<file path="src/rtl/encoder_frame_ctrl.sv">
// rtl/encoder_frame_ctrl.sv - frame sequencer for the serial convolutional encoder
// Serialises a word MSB-first with K-1 zero tail bits and packs the encoder pairs into one frame.
module encoder_frame_ctrl #(
  parameter int DATA_W = 8,
  parameter int MAX_K  = 7
) (
  input  logic                            clk,
  input  logic                            rst,
  input  logic                            in_valid,
  output logic                            in_ready,
  input  logic [DATA_W-1:0]               in_data,
  input  logic [2:0]                      choose_constraint_length,
  output logic                            enc_bit,
  input  logic [1:0]                      enc_out,
  output logic                            frame_valid,
  input  logic                            frame_ready,
  output logic [2*(DATA_W+MAX_K-1)-1:0]   frame_data,
  output logic [3:0]                      frame_len,
  output logic                            busy
);
  localparam int PAIRS = DATA_W + MAX_K - 1;
  localparam int CNT_W = $clog2(PAIRS + 1);

  typedef enum logic [2:0] {S_FLUSH, S_IDLE, S_DATA, S_TAIL, S_DRAIN, S_HOLD} state_t;
  state_t state, state_nxt;

  logic [CNT_W-1:0]  cnt;
  logic [CNT_W-1:0]  flush_cnt;
  logic [CNT_W-1:0]  pidx;
  logic [CNT_W-1:0]  k_q;
  logic [CNT_W-1:0]  k_sel;
  logic [CNT_W:0]    pair_base;
  logic [7:0]        ccl_w;
  logic [DATA_W-1:0] sreg;
  logic              cap_en;

  // Out-of-range constraint lengths fall back to K=3.
  assign ccl_w     = {5'b0, choose_constraint_length};
  assign k_sel     = (ccl_w >= 8'd3 && ccl_w <= 8'(MAX_K)) ? CNT_W'(choose_constraint_length)
                                                           : CNT_W'(3);
  assign pair_base = {pidx, 1'b0};

  assign in_ready    = (state == S_IDLE);
  assign frame_valid = (state == S_HOLD);
  assign busy        = (state != S_IDLE);

  always_comb begin
    state_nxt = state;
    case (state)
      S_FLUSH: if (flush_cnt <= CNT_W'(1)) state_nxt = S_IDLE;
      S_IDLE:  if (in_valid) state_nxt = S_DATA;
      S_DATA:  if (cnt == CNT_W'(DATA_W - 1)) state_nxt = S_TAIL;
      S_TAIL:  if (cnt == k_q - CNT_W'(2)) state_nxt = S_DRAIN;
      S_DRAIN: state_nxt = S_HOLD;
      S_HOLD:  if (frame_ready) state_nxt = S_IDLE;
      default: state_nxt = S_FLUSH;
    endcase
  end

  always_ff @(posedge clk) begin
    if (rst) begin
      state      <= S_FLUSH;
      flush_cnt  <= CNT_W'(MAX_K - 1);
      cnt        <= '0;
      pidx       <= '0;
      k_q        <= CNT_W'(3);
      sreg       <= '0;
      cap_en     <= 1'b0;
      enc_bit    <= 1'b0;
      frame_data <= '0;
      frame_len  <= '0;
    end else begin
      state   <= state_nxt;
      enc_bit <= 1'b0;
      // The encoder output lags its input by one cycle, so capture trails DATA/TAIL.
      cap_en  <= (state == S_DATA) || (state == S_TAIL);
      if (state == S_FLUSH)
        flush_cnt <= flush_cnt - CNT_W'(1);
      if (cap_en) begin
        frame_data[pair_base +: 2] <= enc_out;
        pidx                       <= pidx + CNT_W'(1);
      end
      case (state)
        S_IDLE: begin
          if (in_valid) begin
            sreg       <= in_data;
            k_q        <= k_sel;
            frame_len  <= 4'(DATA_W - 1 + int'(k_sel));
            frame_data <= '0;
            pidx       <= '0;
            cnt        <= '0;
            enc_bit    <= in_data[DATA_W-1];
          end
        end
        S_DATA: begin
          sreg <= sreg << 1;
          if (cnt == CNT_W'(DATA_W - 1)) begin
            cnt <= '0;
          end else begin
            cnt     <= cnt + CNT_W'(1);
            enc_bit <= sreg[DATA_W-2];
          end
        end
        S_TAIL:  cnt <= cnt + CNT_W'(1);
        default: ;
      endcase
    end
  end
endmodule

</file>
<file path="config.mk">
export PLATFORM = sky130hd
export DESIGN_NAME = encoder_frame_ctrl
export DESIGN_NICKNAME = d
export VERILOG_FILES = /design/src/rtl/encoder_frame_ctrl.sv
export SDC_FILE = /design/constraint.sdc
export NUM_CORES = 1
export LEC_CHECK = 0
export BUFFER_PORTS_ARGS = -buffer_cell sky130_fd_sc_hd__clkbuf_2
export CAP_MARGIN = 15
export CORE_MARGIN = 1
export CORE_UTILIZATION = 55
export CTS_CLUSTER_DIAMETER = 150
export DETAILED_ROUTE_END_ITERATION = 16
export PLACE_DENSITY = 0.79
export SYNTH_ARGS = -nofsm -noshare
export SYNTH_HDL_FRONTEND = slang
export SYNTH_SLANG_ARGS = --single-unit
</file>
<file path="constraint.sdc">
create_clock -name clk -period 2.4 [get_ports clk]
set_input_delay 0 -clock clk [delete_from_list [all_inputs] [get_ports clk]]
set_output_delay 0 -clock clk [all_outputs]
set_load 0.02 [all_outputs]
</file>
==> impl_metrics.py <==
metrics = {
    "outcome": {
        "outcome": "finished, final reports clean",
    },
    "clock_network": {
        "clock-sinks": 59,
        "cts_made_buffers": 9,
        "htreeDepth": 3,
        "clk_latency_ns": 0.34,
        "clockBufferDepth": 2,
        "cts_tree": "built",
        "post_cts_buffers": 0,
        "ctsResizeCount": 0,
        "cts.clk_slew.worst_paths_ns": 0.07,
        "cts_root_buf": "clkbuf_8",
    },
    "critical_path": {
        "cp.required_ns": 2.60,
        "startpoint_type": "flip-flop",
        "path_class": "flip-flop to flip-flop",
        "end_kind": "flip-flop",
        "crit_arrival_ns": 2.28,
        "crit_path_max_fanout": 10,
    },
    "global_route": {
        "gr-usage-met2_pct": 39.1,
        "use_met1_pct": 28.5,
        "grt_pass1_wl_mm": 9.61,
        "grtUsageTotal_pct": 24.0,
        "grt_pass1_vias": 2180,
        "grt_antenna_before_repair": 0,
        "grt_max_degree": 31,
        "use_met3_pct": 7.87,
        "grt-ovfl-total": 0,
        "busiest_layer": "met2",
    },
    "placed_design": {
        "hpwl_mm": 4.02,
        "port_buffers": 52,
        "place_congestion": 0.941,
        "dp.cells": 437,
    },
    "synth": {
        "synth-edff-count": 0,
        "ys.flop_type": "dfxtp_1",
        "synthCells": 333,
        "synth_warnings": 0,
        "async_flop_share_pct": 0,
        "avgSynthCellArea_um2": 8.36,
        "synth.distinct_cells": 49,
        "synthesis.area_um2": 2780,
        "synth.yosys.seq_area_share_pct": 42.4,
        "syn_nets": 359,
        "ys_ff_latch": 59,
    },
    "sta": {
        "fmax_mhz": 481,
        "grt_setup_unrepaired": "no",
        "skew_ns": 0.00885,
        "finalSetupViolCount": 0,
        "slew_headroom_pct": 70.4,
        "setup_tns_ns": 0,
        "final_hold_viol_count": 0,
        "fin_crit_ns": 2.08,
        "finalCritPeriodShare_pct": 86.6,
        "slew_violations": 0,
        "tightest_slew_ns": 0.441,
    },
    "route": {
        "drt-pass1-iter-count": 4,
        "route.detailed.drc": 0,
        "via_count": 2441,
        "vias_per_cell": 5.25,
        "wl_mm": 5.83,
        "ant_nets": 0,
        "wl_per_cell_um": 12.5,
        "drt_iter0_drc": 142,
    },
    "floorplanning": {
        "dieArea_um2": 5350,
        "design.core.area_um2": 4790,
        "io_pins": 53,
        "fp.dieW_um": 73.1,
        "die_h_um": 73.1,
        "num_rows": 25,
        "start_util_pct": 58.2,
    },
    "job": {
        "maxCapViolCount": 0,
    },
    "power_and_ir_drop": {
        "p_leak_nw": 1.39,
        "ir_drop_v": 0.000539,
        "power_density_nw_per_um2": 735,
    },
    "finish": {
        "mostFrequentLayoutCells": "dfxtp_1 (59), clkbuf_2 (52), nand2_1 (44), nor2_1 (43), o21ai_0 (23)",
        "antenna_cells": 0,
        "area_delta_synth_final_pct": 20.9,
        "mostFrequentLayoutCell": "dfxtp_1",
        "drive_above_1_share_pct": 21.1,
        "stdcell_count": 465,
        "final_nets": 419,
    },
    "worst_hold_path": {
        "hp-class": "input port to flip-flop",
    },
}
==> metrics by stage <==
stage / total power, mW / setup WS [ns] / utilization (%) / cell area [um2] / hold slack (ns)
6_report: 2.48 / 0.322 / 70.4 / 3370 / 0.0366
5_1_grt: 2.61 / 0.138 / 70.4 / 3370 / 0.0414
4_1_cts: 2.49 / 0.332 / 70.4 / 3370 / 0.0206
3_5_place_dp: 1.59 / 0.332 / 63.8 / 3050 / 0.259
3_3_place_gp: 1.58 / 0.462 / 63.8 / 3050 / 0.252
2_1_floorplan: 1.52 / 0.387 / - / 2780 / 0.136
==> final cells by class <==
type | instances | area [um2]
well taps | 67 | 83.8
flip-flops and latches | 59 | 1180
fillers | 400 | 1420
inverters | 11 | 43.8
repair buffers | 70 | 425
multi-input cells | 242 | 1440
clock inverters | 5 | 52.6
clock buffers | 11 | 141
==> layer usage <==
metal / up-vias / routed length [um] / part of all wire [%]
met2: 66 / 2820 / 48
met5: - / 0 / 0
li1: 1261 / - / -
met3: 9 / 303 / 5.2
met4: 0 / 78 / 1.3
met1: 1105 / 2640 / 45
==> worst paths after layout <==
| check | startpoint | endpoint | slack (ns) | cells past startpoint |
|---|---|---|---|---|
| hold reg to reg | frame_data[7] | frame_data[7] | 0.46 | 2 |
| setup / recovery | pidx[1] | frame_data[20] | 0.32 | 6 |
| setup reg to reg | pidx[1] | frame_data[20] | 0.32 | 6 |
| hold / removal | enc_out[1] | frame_data[5] | 0.04 | 3 |
==> registers in the layout (all words and copies together), names as in the netlist <==
name / flops
cap_en: 1
state: 3
k_q: 3
frame_data: 28
flush_cnt: 4
cnt: 4
enc_bit: 1
frame_len: 4
sreg: 7
pidx: 4
==> Yosys cell counts, drive strengths merged (2+ instances only) <==
cell	number	area share, %
and3	3	0.67
mux2i	12	4.3
a21oi	16	2.9
xor2	4	1.3
nand2	45	6.3
o21bai	2	0.54
inv	11	1.6
a311oi	7	2.2
nor2	43	5.8
or2	2	0.45
xnor2	7	2.2
or3	3	0.67
nor2b	5	1.1
nand2b	7	1.7
nand3b	3	0.81
nor3b	3	0.81
buf	11	3.0
dfxtp	59	42
clkbuf	10	1.3
a211oi	4	1.1
or3b	3	1.0
o21ai	24	4.3
nor3	4	0.72
ha	9	4.0
nand3	18	3.2
a211o	2	0.63
==> timing repair <==
action / in CTS / in global routing
endpoints found under the setup margin: 0 / 0
hold buffers: 12 / 0
hold endpoints to repair: 13 / 0
==> where the power goes <==
part	total, mW	internal, mW	switching [mW]	leakage (nW)
clock network	0.885	0.502	0.383	0.0991
logic	0.488	0.203	0.285	0.819
registers	1.10	1.04	0.0595	0.477
==> cells by family after synthesis <==
group	count (synthesis)	synth area share (%)
adders and majority gates	9	4.05
DFF	59	42.4
and+or+nand+nor	144	24.8
xor gates and xnor gates	11	3.46
buffers and inverters	32	5.89
muxes	13	4.72
AOI/OAI and AO/OA	65	14.7
==> worst max-delay path: stages (launching register included) <==
cell and delay, ns:
dfxtp_1 0.48, inv_1 0.13, ha_1 0.27, or2_2 0.30, o21bai_1 0.20, a21boi_0 0.39
o21ai_0 0.18
(Power assumes the default switching activity.)
